--- src/rtl/spi_master.sv ---
// SPI master: one K_DWIDTH-bit full-duplex transfer per request, MSB first,
// all four CPOL/CPHA modes, SPI half-period of K_CLKDIV system clocks.
module spi_master #(
  parameter int K_DWIDTH = 16,
  parameter int K_CLKDIV = 4
) (
  input  logic                i_clk,
  input  logic                i_rst_n,
  input  logic [K_DWIDTH-1:0] i_data_to_send,
  input  logic                i_valid_data,
  output logic                o_ready,
  output logic [K_DWIDTH-1:0] o_data_received,
  output logic                o_rx_event,
  output logic                o_busy,
  input  logic                i_cpol,
  input  logic                i_cpha,
  output logic                o_spi_clk,
  output logic                o_mosi,
  input  logic                i_miso,
  output logic                o_cs_n
);

  localparam int CW = $clog2(K_CLKDIV);
  localparam int TW = $clog2(2 * K_DWIDTH + 1);
  localparam logic [CW-1:0] CNT_RELOAD = CW'(K_CLKDIV - 1);
  localparam logic [TW-1:0] TOG_LAST   = TW'(2 * K_DWIDTH);

  typedef enum logic [2:0] {IDLE, SETUP, SHIFT, HOLD, GAP} state_e;

  state_e                state_q, state_d;
  logic [CW-1:0]         cnt_q, cnt_d;
  logic [TW-1:0]         tog_q, tog_d;
  logic                  cpol_q, cpol_d, cpha_q, cpha_d;
  logic                  cs_n_q, cs_n_d, spi_clk_q, spi_clk_d, mosi_q, mosi_d;
  logic                  ready_q, ready_d, busy_q, busy_d, rx_event_q, rx_event_d;
  logic [K_DWIDTH-1:0]   data_rx_q, data_rx_d, tx_q, tx_d, rx_q, rx_d;
  logic                  accept, phase_end, toggle, lead, trail, sample, advance;

  assign accept    = (state_q == IDLE) && ready_q && i_valid_data;
  assign phase_end = (state_q != IDLE) && (cnt_q == '0);
  // SHIFT keeps running one more half-period after the last toggle before HOLD
  assign toggle    = phase_end && ((state_q == SETUP) ||
                                   ((state_q == SHIFT) && (tog_q != TOG_LAST)));
  assign lead      = toggle && !tog_q[0];
  assign trail     = toggle &&  tog_q[0];
  assign sample    = cpha_q ? trail : lead;
  assign advance   = cpha_q ? lead  : trail;

  always_ff @(posedge i_clk or negedge i_rst_n) begin
    if (!i_rst_n) state_q <= IDLE;
    else          state_q <= state_d;
  end

  always_comb begin
    state_d = state_q;
    case (state_q)
      IDLE:    if (accept) state_d = SETUP;
      SETUP:   if (phase_end) state_d = SHIFT;
      SHIFT:   if (phase_end && (tog_q == TOG_LAST)) state_d = HOLD;
      HOLD:    if (phase_end) state_d = GAP;
      GAP:     if (phase_end) state_d = IDLE;
      default: state_d = IDLE;
    endcase
  end

  always_comb begin
    cnt_d = '0;
    if ((state_d != state_q) || toggle) begin
      if (state_d != IDLE) cnt_d = CNT_RELOAD;
    end else if (state_q != IDLE) begin
      cnt_d = cnt_q - 1'b1;
    end

    tog_d  = accept ? '0 : (toggle ? tog_q + 1'b1 : tog_q);
    cpol_d = accept ? i_cpol : cpol_q;
    cpha_d = accept ? i_cpha : cpha_q;

    // CPHA=1 keeps the MSB in tx so the first leading edge re-presents it
    tx_d = tx_q;
    if (accept)       tx_d = i_cpha ? i_data_to_send : (i_data_to_send << 1);
    else if (advance) tx_d = tx_q << 1;
    rx_d = sample ? {rx_q[K_DWIDTH-2:0], i_miso} : rx_q;

    cs_n_d = !((state_d == SETUP) || (state_d == SHIFT) || (state_d == HOLD));
    mosi_d = cs_n_d ? 1'b0 : mosi_q;
    if (accept)       mosi_d = i_data_to_send[K_DWIDTH-1];
    else if (advance) mosi_d = tx_q[K_DWIDTH-1];

    spi_clk_d = (state_q == IDLE) ? i_cpol : (spi_clk_q ^ toggle);

    ready_d    = (state_d == IDLE);
    busy_d     = !ready_d;
    rx_event_d = (state_q == HOLD) && phase_end;
    data_rx_d  = rx_event_d ? rx_q : data_rx_q;
  end

  always_ff @(posedge i_clk or negedge i_rst_n) begin
    if (!i_rst_n) begin
      cnt_q      <= '0;
      tog_q      <= '0;
      cpol_q     <= 1'b0;
      cpha_q     <= 1'b0;
      cs_n_q     <= 1'b1;
      spi_clk_q  <= 1'b0;
      mosi_q     <= 1'b0;
      ready_q    <= 1'b0;
      busy_q     <= 1'b0;
      rx_event_q <= 1'b0;
      data_rx_q  <= '0;
    end else begin
      cnt_q      <= cnt_d;
      tog_q      <= tog_d;
      cpol_q     <= cpol_d;
      cpha_q     <= cpha_d;
      cs_n_q     <= cs_n_d;
      spi_clk_q  <= spi_clk_d;
      mosi_q     <= mosi_d;
      ready_q    <= ready_d;
      busy_q     <= busy_d;
      rx_event_q <= rx_event_d;
      data_rx_q  <= data_rx_d;
    end
  end

  // Shift registers are fully rewritten every transfer, so they carry no reset
  always_ff @(posedge i_clk) begin
    tx_q <= tx_d;
    rx_q <= rx_d;
  end

  assign o_ready         = ready_q;
  assign o_busy          = busy_q;
  assign o_rx_event      = rx_event_q;
  assign o_data_received = data_rx_q;
  assign o_cs_n          = cs_n_q;
  assign o_spi_clk       = spi_clk_q;
  assign o_mosi          = mosi_q;

endmodule
--- config.mk ---
export PLATFORM = sky130hd
export DESIGN_NAME = spi_master
export DESIGN_NICKNAME = d
export VERILOG_FILES = /design/src/rtl/spi_master.sv
export SDC_FILE = /design/constraint.sdc
export NUM_CORES = 1
export LEC_CHECK = 0
export BUFFER_PORTS_ARGS = -buffer_cell sky130_fd_sc_hd__buf_4
export CAP_MARGIN = 20
export CORE_AREA = 8 8 85 87
export CTS_BUF_LIST = sky130_fd_sc_hd__clkbuf_8
export DETAILED_ROUTE_END_ITERATION = 10
export DIE_AREA = 0 0 93 95
export GPL_TIMING_DRIVEN = 0
export PLACE_DENSITY = 0.79
export REMOVE_ABC_BUFFERS = 1
export SYNTH_ARGS = -nofsm -noshare
export SYNTH_HDL_FRONTEND = slang
export SYNTH_SLANG_ARGS = --single-unit
--- constraint.sdc ---
create_clock -name i_clk -period 6.1 [get_ports i_clk]
set_input_delay 0 -clock i_clk [delete_from_list [all_inputs] [get_ports i_clk]]
set_output_delay 0 -clock i_clk [all_outputs]
set_load 0.01 [all_outputs]
### After elaboration in Yosys (flattened, before gate mapping)

Index checks and enable logic that the tools add are counted.

| word-level totals | value |
|---|---|
| register bits after elaboration | 66 |
| word-level logic and storage cells | 70 |

| cells by class | value |
|---|---|
| add/sub/neg operators | 2 |
| eq/ne operators | 11 |
| mux-type cells | 20 |
| bitwise operators | 1 |
| reduce and logical (&&, ||, !) cells | 23 |

Operators by type and width:

| cell | number |
|---|---|
| $mux W16 | 3 |
| $mux W3 | 5 |
| $pmux W3 S5 | 1 |
| $eq A3 B2 Y1 const B | 4 |
| $mux W6 | 2 |
| $logic_and A1 B1 Y1 | 9 |
| $add A6 B1 Y6 const B | 1 |
| $eq A3 B1 Y1 const B | 2 |
| $eq A6 B6 Y1 const B | 1 |
| $logic_not A3 Y1 | 2 |
| $mux W1 | 6 |
| $mux W2 | 3 |
| $ne A6 B6 Y1 const B | 1 |
| $reduce_bool A3 Y1 | 2 |
| $logic_or A1 B1 Y1 | 4 |
| $reduce_bool A2 Y1 | 2 |
| $eq A3 B3 Y1 const B | 1 |
| $logic_not A1 Y1 | 3 |
| $ne A3 B3 Y1 | 1 |
| $ne A3 B3 Y1 const B | 1 |
| $logic_not A2 Y1 | 1 |
| $sub A2 B1 Y2 const B | 1 |
| $xor A1 B1 Y1 | 1 |

### Longest topological paths before layout

Gate-level depths: netlist of the first run.

| depth | value |
|---|---|
| word-level depth | 11 |
| mapped depth | 7 |
| depth with buffers taken out | 6 |

### Worst setup path after synthesis of the first run

Ideal clock, no wire load.

| timing path | value |
|---|---|
| kind | flip-flop to flip-flop |
| start | register tog_q[0] |
| end | register rx_q[0], enable pin |
| data arrival time | 1.950 ns |
| required time | 5.712 ns |
| setup slack | 3.761 ns |
| stages on the path, launching flop included | 7 |
| path buffers | 0 |
| clock period less this slack | 2.339 ns |
| path through | dfrtp_1 > inv_1 > ha_1 > and2_1 > a211oi_4 > inv_1 > nor2_1 |

| between the ends | value |
|---|---|
| word-level cells in the longest chain between the ends | 6 |
| elaborated cells on any way between the ends | 8 |

RTL lines:

| element | RTL line | RTL |
|---|---|---|
| start: declaration | 32 | `logic [TW-1:0] tog_q, tog_d;` |
| start signal: assignment | 112 | `tog_q <= tog_d;` |
| $ne A6 B6 Y1 | 43 | `((state_q == SHIFT) && (tog_q != TOG_LAST)));` |
| $logic_and A1 B1 Y1 | 43 |  |
| $logic_or A1 B1 Y1 | 42 | `assign toggle = phase_end && ((state_q == SETUP) \|\|` |
| $logic_and A1 B1 Y1 | 42 |  |
| $logic_and A1 B1 Y1, on equally long branches | 44, 45 |  |
| $mux W1 (*) | 46 | `assign sample = cpha_q ? trail : lead;` |
| via sample | 37 | `logic accept, phase_end, toggle, lead, trail, sample, advance;` |
| end signal: assignment | 128 | `rx_q <= rx_d;` |
| end: declaration | 36 | `logic [K_DWIDTH-1:0] data_rx_q, data_rx_d, tx_q, tx_d, rx_q, rx_d;` |

Mark *: on every way through the listed nets, which the timed path passes. The rest lies on a longest branch.
A chain may end at the register's enable or synchronous reset.

### Final worst setup path of the first run

| timing path | value |
|---|---|
| start | register state_q[0] |
| end | register tx_q[6], enable pin |

| between the ends | value |
|---|---|
| word-level cells in the longest chain between the ends | 7 |
| elaborated cells on any way between the ends | 14 |

RTL lines:

| element | RTL line | RTL |
|---|---|---|
| start: declaration | 30 | `state_e state_q, state_d;` |
| start signal: assignment | 51 | `else state_q <= state_d;` |
| $eq A3 B2 Y1 | 43 |  |
| $logic_and A1 B1 Y1 | 43 |  |
| $logic_or A1 B1 Y1 | 42 |  |
| $logic_and A1 B1 Y1 | 42 |  |
| $logic_and A1 B1 Y1, on equally long branches | 45, 44 |  |
| $mux W1 | 47 | `assign advance = cpha_q ? lead : trail;` |
| $reduce_bool A2 Y1 (no source line) (*) | n/a |  |
| end signal: assignment | 127 | `tx_q <= tx_d;` |
| end: declaration | 36 |  |

Mark *: on every way between the ends. The rest lies on a longest branch, timed or not.

==> results_dict.tcl, run 1 <==
set metrics [dict create \
    rsz0062_at_grt "false" \
    maxCapViolCount 0 \
    clk_path_buf_depth 2 \
    drive_gt1_share_pct 30.8 \
    setup_slack_ns 3.62 \
    drt_iter0_markers 79 \
    final_area_mm2 0.00347 \
    rr_worst_depth 3 \
    antenna_found_initial 0 \
    post_cts_resized 0 \
    maxSlewHeadroom_pct 38.7 \
    cts_buffers 9 \
    vias_per_cell 5.02 \
    ys.flop_type "dfrtp_1" \
    setup_viol 0 \
    place.gp.congestion 0.720 \
    hpwl_mm 3.41 \
    vias 1713 \
    pre_cts_slack_ns 3.59 \
    final_common_cell "buf_4" \
    die_x_um 93 \
    wl_per_cell_um 14.9 \
    p_leak_nw 1.60 \
    slowest_delay_ns 0.75 \
    die_area_mm2 0.00884 \
    post_cts_buffers 0 \
    fin_crit_sh_pct 40.7 \
    async_reset_ff_share_pct 51.5 \
    worstMarginPinSlew_ns 0.919 \
    netlist_instances 211 \
    core_mm2 0.00582 \
    layout_min_cycle_time_ns 2.48 \
    pwr_density_cell_mw_per_mm2 259 \
    grt_use_total_pct 12.9 \
    peakVddDrop_uv 188 \
    cp.required_ns 6.08 \
    clkSinkCount 66 \
    ys_seq_elements 66 \
    status "finished clean" \
    chipHeight_um 95 \
    path_class "reg2reg" \
    worstSetupEndpoint "tx_q[6]" \
    diodes 0 \
    nNetsFinal 286 \
    postSynthAreaPerCell_um2 13.4 \
    grt_max_degree 37 \
    wl_mm 5.10 \
    cts_root_buf "clkbuf_8" \
    ys_warn_count 0 \
    start_util_pct 48.8 \
    grt_pass1_vias 1828 \
    hold_class "in2reg" \
    grt_pass1_wl_mm 8.76 \
    cp.arrival_ns 2.46 \
    cts_hold_buf 5 \
    worstSetupEndpointType "register" \
    start_kind "register" \
    syn-cell-area_mm2 0.00284 \
    rows 28 \
    placed_area_mm2 0.00319 \
    insertion_delay_ns 0.34 \
    crit_path_top_delay_cell "nand2_1" \
    io_buffers 43 \
    reg2reg_from "state_q[0]" \
    skew_ns 0.0122 \
    synth_cell_type_count 38 \
    critical_path.cell_chain "nor3_2, nand3_2, nand2_1" \
    cp-startpoint "state_q[0]" \
    n_fill_cell 483 \
    area_growth_pct 22.3 \
    fmax_mhz 402 \
    drv_slew 0 \
    drt-pass1-iter-count 4 \
    final_cell_mix "buf_4, dfrtp_1, edfxtp_1" \
    drcViolationCount 0 \
    yosysSeqAreaShare_pct 63.9 \
    htree_levels 3 \
    critPathMaxFanout 36 \
    cts_tree "done" \
    hold_viol 0 \
    io_pins 44 \
    timing.rr.end "tx_q[6]" \
    synth-edff-count 32 \
    rrSetupSlack_ns 3.62 \
    grt-ovfl-total 0 \
    clk_pin_slew_ns 0.07 \
    ant_nets 0 \
    setup_tns_ns 0 \
]
[layer usage]
metal	global-route usage, %	wire, um
met1	15.2	2300
met2	19.9	2430
met3	4.44	219
met4	8.32	151
met5	0	0
[worst max-delay path, delay by kind of cell (launching register included)]
family	cells	cell delay [ns]
flip-flops	1	0.50
AND/OR/NAND/NOR	3	1.61
[kinds of logic (layout without fill, tap and decap cells)]
logic type | Yosys count | in the layout | synth area share, %
AOI/OAI and AO/OA | 24 | 24 | 5.07
xor gates and xnor gates | 7 | 7 | 2.16
adders and majority gates | 3 | 3 | 1.32
buffers and inverters | 17 | 72 | 3.26
DFF | 66 | 66 | 63.9
muxes | 36 | 36 | 14.5
and+or+nand+nor | 58 | 58 | 9.79
[flip-flops by register name (all words and copies together), names as in the netlist]
signal and flops:
tx_q 16, cpha_q 1, cnt_q 2, o_ready 1, rx_q 16, tog_q 6, o_cs_n 1, o_spi_clk 1
o_data_received 16, o_mosi 1, o_rx_event 1, state_q 3, o_busy 1
[per-stage QoR]
stage	util [%]	cells	total power, mW	hold slack [ns]
global route	59.7	341	0.926	0.0231
global placement	54.8	319	0.498	-0.0219
finish	59.7	341	0.899	0.0244
floorplan	-	201	0.479	-0.296
CTS	59.7	341	0.909	0.0133
detailed placement	54.9	320	0.498	-0.0214
[worst min path at each step]
stage,from,to,slack (ns),cells past startpoint
6_report,i_data_to_send[8],tx_q[9],0.02,3
5_1_grt,i_data_to_send[2],tx_q[2],0.02,3
4_1_cts,i_data_to_send[8],tx_q[9],0.01,3
3_5_place_dp,i_rst_n,o_spi_clk,-0.02,1
3_3_place_gp,i_rst_n,o_spi_clk,-0.02,1
2_1_floorplan,i_rst_n,cnt_q[0],-0.30,0
[area by class of cell]
cell class	instances	area [um^2]	area share (%)
Clock buffer	10	138	3.97
Inverter	7	26.3	0.757
Clock inverter	6	87.6	2.52
Multi-Input combinational cell	128	931	26.8
Timing Repair Buffer	49	380	11.0
Sequential cell	66	1810	52.3
Tap cell	75	93.8	2.70
[Yosys cell counts (all sizes together) (2+ instances only)]
master / n / area share [%]
buf: 7 / 1.9
xor2: 2 / 0.62
mux2: 16 / 7.4
xnor2: 5 / 1.5
nor3: 4 / 0.88
o21ai: 19 / 3.4
inv: 7 / 0.93
nor4: 2 / 0.66
edfxtp: 32 / 34
nand2: 27 / 3.6
nor2: 10 / 1.3
nand3: 4 / 0.88
and3: 2 / 0.44
nand2b: 2 / 0.44
or2: 2 / 0.44
clkbuf: 3 / 0.40
mux2i: 20 / 7.1
ha: 3 / 1.3
dfrtp: 33 / 29
[power by group]
group          switching [mW]  internal, mW  leakage (nW)
registers                   0         0.463         0.702
clock network           0.167         0.242         0.117
logic                  0.0121        0.0152         0.778
Note: power is estimated with default switching activity, not from simulation.
==> run 2: changes to the inputs <==
--- a/config.mk
+++ b/config.mk
@@ -12,7 +12,7 @@
 export DETAILED_ROUTE_END_ITERATION = 10
 export DIE_AREA = 0 0 93 95
 export GPL_TIMING_DRIVEN = 0
-export PLACE_DENSITY = 0.79
+export PLACE_DENSITY = 0.82
 export REMOVE_ABC_BUFFERS = 1
 export SYNTH_ARGS = -nofsm -noshare
 export SYNTH_HDL_FRONTEND = slang
==> constraint.sdc (replaced) <==
create_clock -name i_clk -period 2.13 [get_ports i_clk]
set_input_delay 0 -clock i_clk [delete_from_list [all_inputs] [get_ports i_clk]]
set_output_delay 0 -clock i_clk [all_outputs]
set_load 0.01 [all_outputs]
==> run 2 against run 1 <==
First-iteration DRC count decreased by 5.1%. Fmax increased by 25%. Clock skew decreased by 0.0043 ns. Design area increased by 0.58%. Clock power increased to 2.6 times the previous value. Critical endpoint is now rx_q[11]. Largest power group unchanged. Highest routed layer unchanged.
==> results_dict.tcl, run 2 (synthesis results as in run 1) <==
set metrics [dict create \
    met1_usage_pct 15.3 \
    setup_viol 0 \
    layout_min_cycle_time_ns 1.99 \
    maxSlewHeadroom_pct 65.2 \
    status "finished clean" \
    fin_crit_sh_pct 93.3 \
    cts_tree "done" \
    drive_gt1_share_pct 32.2 \
    pre_cts_slack_ns -0.381 \
    fmax_mhz 503 \
    grt_pass1_wl_mm 8.49 \
    drv_slew 0 \
    drt-pass1-iter-count 4 \
    start_util_pct 48.8 \
    area_growth_pct 23.0 \
    clk_path_buf_depth 2 \
    drt_iter0_markers 75 \
    cts_buffers 9 \
    min_from "i_data_to_send[9]" \
    use_met2_pct 19.2 \
    final_common_cell "buf_4" \
    antenna_found_initial 0 \
    cp.required_ns 2.18 \
    rr_worst_depth 7 \
    slowest_delay_ns 0.45 \
    nNetsFinal 287 \
    diodes 0 \
    fin_hold_ws_ns 0.0325 \
    vias 1701 \
    hold_depth 3 \
    critical_path.cell_chain "inv_1, ha_1, and2_1, a211oi_4, inv_1, nor2_4, buf_6" \
    n_fill_cell 477 \
    vias_per_cell 4.97 \
    rsz0062_at_grt "false" \
    rows 28 \
    io_pins 44 \
    crit_buf_inv 3 \
    pwr_density_cell_mw_per_mm2 712 \
    ant_nets 0 \
    grt_pass1_vias 1725 \
    skew_ns 0.00797 \
    final_cell_mix "buf_4, dfrtp_1, edfxtp_1" \
    die_area_mm2 0.00884 \
    hold_class "in2reg" \
    htree_levels 3 \
    setup_tns_ns 0 \
    maxCapViolCount 0 \
    hold_viol 0 \
    hpwl_mm 3.48 \
    start_kind "register" \
    setup_slack_ns 0.142 \
    reg2reg_from "tog_q[0]" \
    timing.rr.end "rx_q[11]" \
    p_total_mw 2.48 \
    grtUsageMet3_pct 3.17 \
    top_usage_layer "met2" \
    seq_area_mm2 0.00181 \
    critPathMaxFanout 11 \
    cts_root_buf "clkbuf_8" \
    cp.arrival_ns 2.03 \
    worstMarginPinSlew_ns 0.522 \
    clkSinkCount 66 \
    min_to "tx_q[10]" \
    clk_pin_slew_ns 0.07 \
    grt_max_degree 37 \
    wl_mm 5.13 \
    worstSetupEndpointType "register" \
    crit_path_top_delay_cell "dfrtp_1" \
    p_leak_nw 1.59 \
    multi_input_comb_area_um2 953 \
    core_mm2 0.00582 \
    wl_per_cell_um 15.0 \
    io_buffers 43 \
    path_delay_family "flip-flops" \
    crit_top_cell "inv_1" \
    chipHeight_um 95 \
    drcViolationCount 0 \
    insertion_delay_ns 0.33 \
    grt-ovfl-total 0 \
    rrSetupSlack_ns 0.14 \
    grt_use_total_pct 12.4 \
    die_x_um 93 \
    peakVddDrop_uv 447 \
    path_class "reg2reg" \
    place.gp.congestion 0.752 \
]
## run 2: area by class of cell
type                            count  area share, %
Timing Repair Buffer               50           11.2
Multi-Input combinational cell    128           27.3
Clock buffer                       11           4.34
Inverter                            7          0.753
Sequential cell                    66           52.0
Clock inverter                      5           1.72
Tap cell                           75           2.69
## run 2: what timing repair did
action / in CTS / in global routing
pin swaps: 1 / 0
buffers inserted: 1 / 0
hold buffers: 5 / 0
gates resized for setup: 4 / 2
endpoints found under the setup margin: 32 / 27
endpoints found under the hold margin: 38 / 0
## run 2: per-layer routing
| metal | wire length (um) | vias to the layer above |
|---|---|---|
| met4 | 107 | 0 |
| li1 | - | 848 |
| met3 | 192 | 10 |
| met1 | 2320 | 810 |
| met2 | 2510 | 33 |
| met5 | 0 | - |
## run 2: how the worst max path moves through the flow
stage	start	endpoint	slack [ns]	cells after the start
6_report	tog_q[0]	rx_q[11]	0.14	7
5_1_grt	tog_q[0]	rx_q[8]	0.03	7
4_1_cts	cnt_q[0]	o_data_received[3]	0.002	5
3_5_place_dp	state_q[0]	tx_q[5]	-0.38	3
3_3_place_gp	cnt_q[0]	rx_q[6]	-0.70	6
2_1_floorplan	tog_q[0]	rx_q[0]	-0.21	6
## run 2: worst min-delay path, stage by stage
cell,delay (ns)
buf_4,0.08
mux2i_1,0.05
o21ai_0,0.12
## run 2: power breakdown
group          switching [mW]  leakage, nW  internal, mW
combinational          0.0362        0.786        0.0436
clock                   0.469        0.106         0.608
sequential                  0        0.702          1.33
total                   0.505         1.59          1.98
## run 2: stage by stage
stage	cells	cell area (um^2)	util, %
6_report	342	3490	60.0
3_5_place_dp	320	3200	55.0
5_1_grt	342	3490	60.0
4_1_cts	342	3480	59.9
2_1_floorplan	201	2770	-
3_3_place_gp	319	3190	54.8
==> run 3: changes to the inputs <==
--- a/config.mk
+++ b/config.mk
@@ -12,8 +12,9 @@
 export DETAILED_ROUTE_END_ITERATION = 10
 export DIE_AREA = 0 0 93 95
 export GPL_TIMING_DRIVEN = 0
-export PLACE_DENSITY = 0.82
+export PLACE_DENSITY = 0.69
 export REMOVE_ABC_BUFFERS = 1
+export SKIP_CTS_REPAIR_TIMING = 1
 export SYNTH_ARGS = -nofsm -noshare
 export SYNTH_HDL_FRONTEND = slang
 export SYNTH_SLANG_ARGS = --single-unit
==> run 3 against run 2 <==
Critical path depth is 1 lower. Via count is 1.8% higher. Global-route usage hardly changed. Critical endpoint is now tx_q[14]. Combinational power is 2% lower. Worst setup slack worse by 0.0071 ns.
==> results_dict.tcl, run 3 (synthesis results as in run 1) <==
set metrics [dict create \
    status "finished clean" \
    clk_path_buf_depth 2 \
    grt_use_total_pct 12.4 \
    worstSetupEndpointType "register" \
    final_common_cell "buf_4" \
    setup_viol 0 \
    skew_ns 0.00904 \
    maxSlewHeadroom_pct 66.1 \
    nNetsFinal 290 \
    p_comb_share_pct 3.1 \
    ant_nets 0 \
    cp.required_ns 2.16 \
    slowest_delay_ns 0.44 \
    grt_pass1_wl_mm 8.37 \
    drcViolationCount 0 \
    hold_class "in2reg" \
    path_class "reg2reg" \
    path_delay_family "simple AND/OR/NAND/NOR gates" \
    intPower_mw 2.03 \
    cts_buffers 9 \
    fin_hold_ws_ns 0.0224 \
    crit_path_top_delay_cell "dfrtp_1" \
    diodes 0 \
    critPathMaxFanout 16 \
    power.share.clock_pct 45.1 \
    post-route-util_pct 60.5 \
    peakVddDrop_uv 451 \
    clk_pin_slew_ns 0.07 \
    final_area_mm2 0.00352 \
    insertion_delay_ns 0.34 \
    min_from "i_data_to_send[9]" \
    cp.arrival_ns 2.03 \
    vias 1732 \
    cp-startpoint "tog_q[0]" \
    clkSinkCount 66 \
    grt-ovfl-total 0 \
    pwr_density_cell_mw_per_mm2 728 \
    start_util_pct 48.8 \
    drv_slew 0 \
    maxCapViolCount 0 \
    final_cell_mix "buf_4, dfrtp_1, edfxtp_1" \
    wl_per_cell_um 14.7 \
    die_area_mm2 0.00884 \
    place.gp.congestion 0.773 \
    worstMarginPinSlew_ns 0.508 \
    chipHeight_um 95 \
    layout_min_cycle_time_ns 2.00 \
    placed_area_mm2 0.00320 \
    drt-pass1-iter-count 4 \
    power_switching_mw 0.531 \
    critical_path.cell_chain "inv_1, ha_1, and2_1, a211oi_4, nand2_1, nand2_4" \
    fmax_mhz 501 \
    drt_iter0_markers 59 \
    p_sw_share_pct 20.8 \
    grt_pass1_vias 1754 \
    cts_root_buf "clkbuf_8" \
    drive_gt1_share_pct 32.6 \
    p_seq_share_pct 51.8 \
    reg2reg_from "tog_q[0]" \
    die_x_um 93 \
    fin_crit_sh_pct 93.7 \
    area_growth_pct 24.0 \
    hpwl_mm 3.42 \
    crit_buf_inv 1 \
    grt_max_degree 37 \
    wl_mm 5.06 \
    htree_levels 3 \
    core_mm2 0.00582 \
    hold_viol 0 \
    io_buffers 43 \
    setup_tns_ns 0 \
    rows 28 \
    start_kind "register" \
    p_leak_nw 1.61 \
    io_pins 44 \
    vias_per_cell 5.02 \
    antenna_found_initial 0 \
    cts_tree "done" \
]
run 3: cell types whose count changed in the layout (fill, tap and decap cells not counted):
cell / delta
bufinv_16: +1
clkbuf_8: -2
inv_1: +1
buf_4: +3
run 3: tightest hold or removal path: stages:
cell and delay [ns]:
buf_4 0.08, mux2i_1 0.05, o21ai_0 0.12
run 3: final cells by class:
type	instances	area, um^2
Fill cell	485	2300
Clock inverter	7	93.8
Timing Repair Buffer	53	414
Multi-Input combinational cell	128	953
Inverter	7	26.3
Clock buffer	9	124
Sequential cell	66	1810
Tap cell	75	93.8
run 3: layer usage:
layer / wire length [um] / global-route usage (%) / vias up
met5: 0 / 0 / -
li1: - / - / 855
met1: 2360 / 15.2 / 832
met2: 2320 / 18.2 / 36
met3: 277 / 4.92 / 9
met4: 97 / 7.25 / 0
run 3: per-stage QoR:
step	total power, mW	instances	setup slack, ns
2_1_floorplan	1.37	201	-0.209
3_3_place_gp	1.43	319	-0.688
3_5_place_dp	1.43	320	-0.450
4_1_cts	2.57	336	-0.445
5_1_grt	2.64	345	-0.00295
6_report	2.56	345	0.135
run 3: power by group through the flow:
stage	logic, mW	clock network [mW]	registers, mW
6_report	0.0783	1.15	1.33
5_1_grt	0.0876	1.23	1.33
4_1_cts	0.0726	1.17	1.33
3_5_place_dp	0.0726	0	1.35
3_3_place_gp	0.0722	0	1.35
2_1_floorplan	0.0170	0	1.35
run 3: path summary, 6_finish.rpt:
path | endpoint | slack [ns] | cells after the start
setup / recovery | tx_q[14] | 0.13 | 6
hold / removal | tx_q[10] | 0.02 | 3
setup reg to reg | tx_q[14] | 0.13 | 6
hold reg to reg | rx_q[15] | 0.45 | 0
max in group asynchronous | o_cs_n | 1.65 | 2
min in group asynchronous | o_data_received[12] | 0.15 | 2
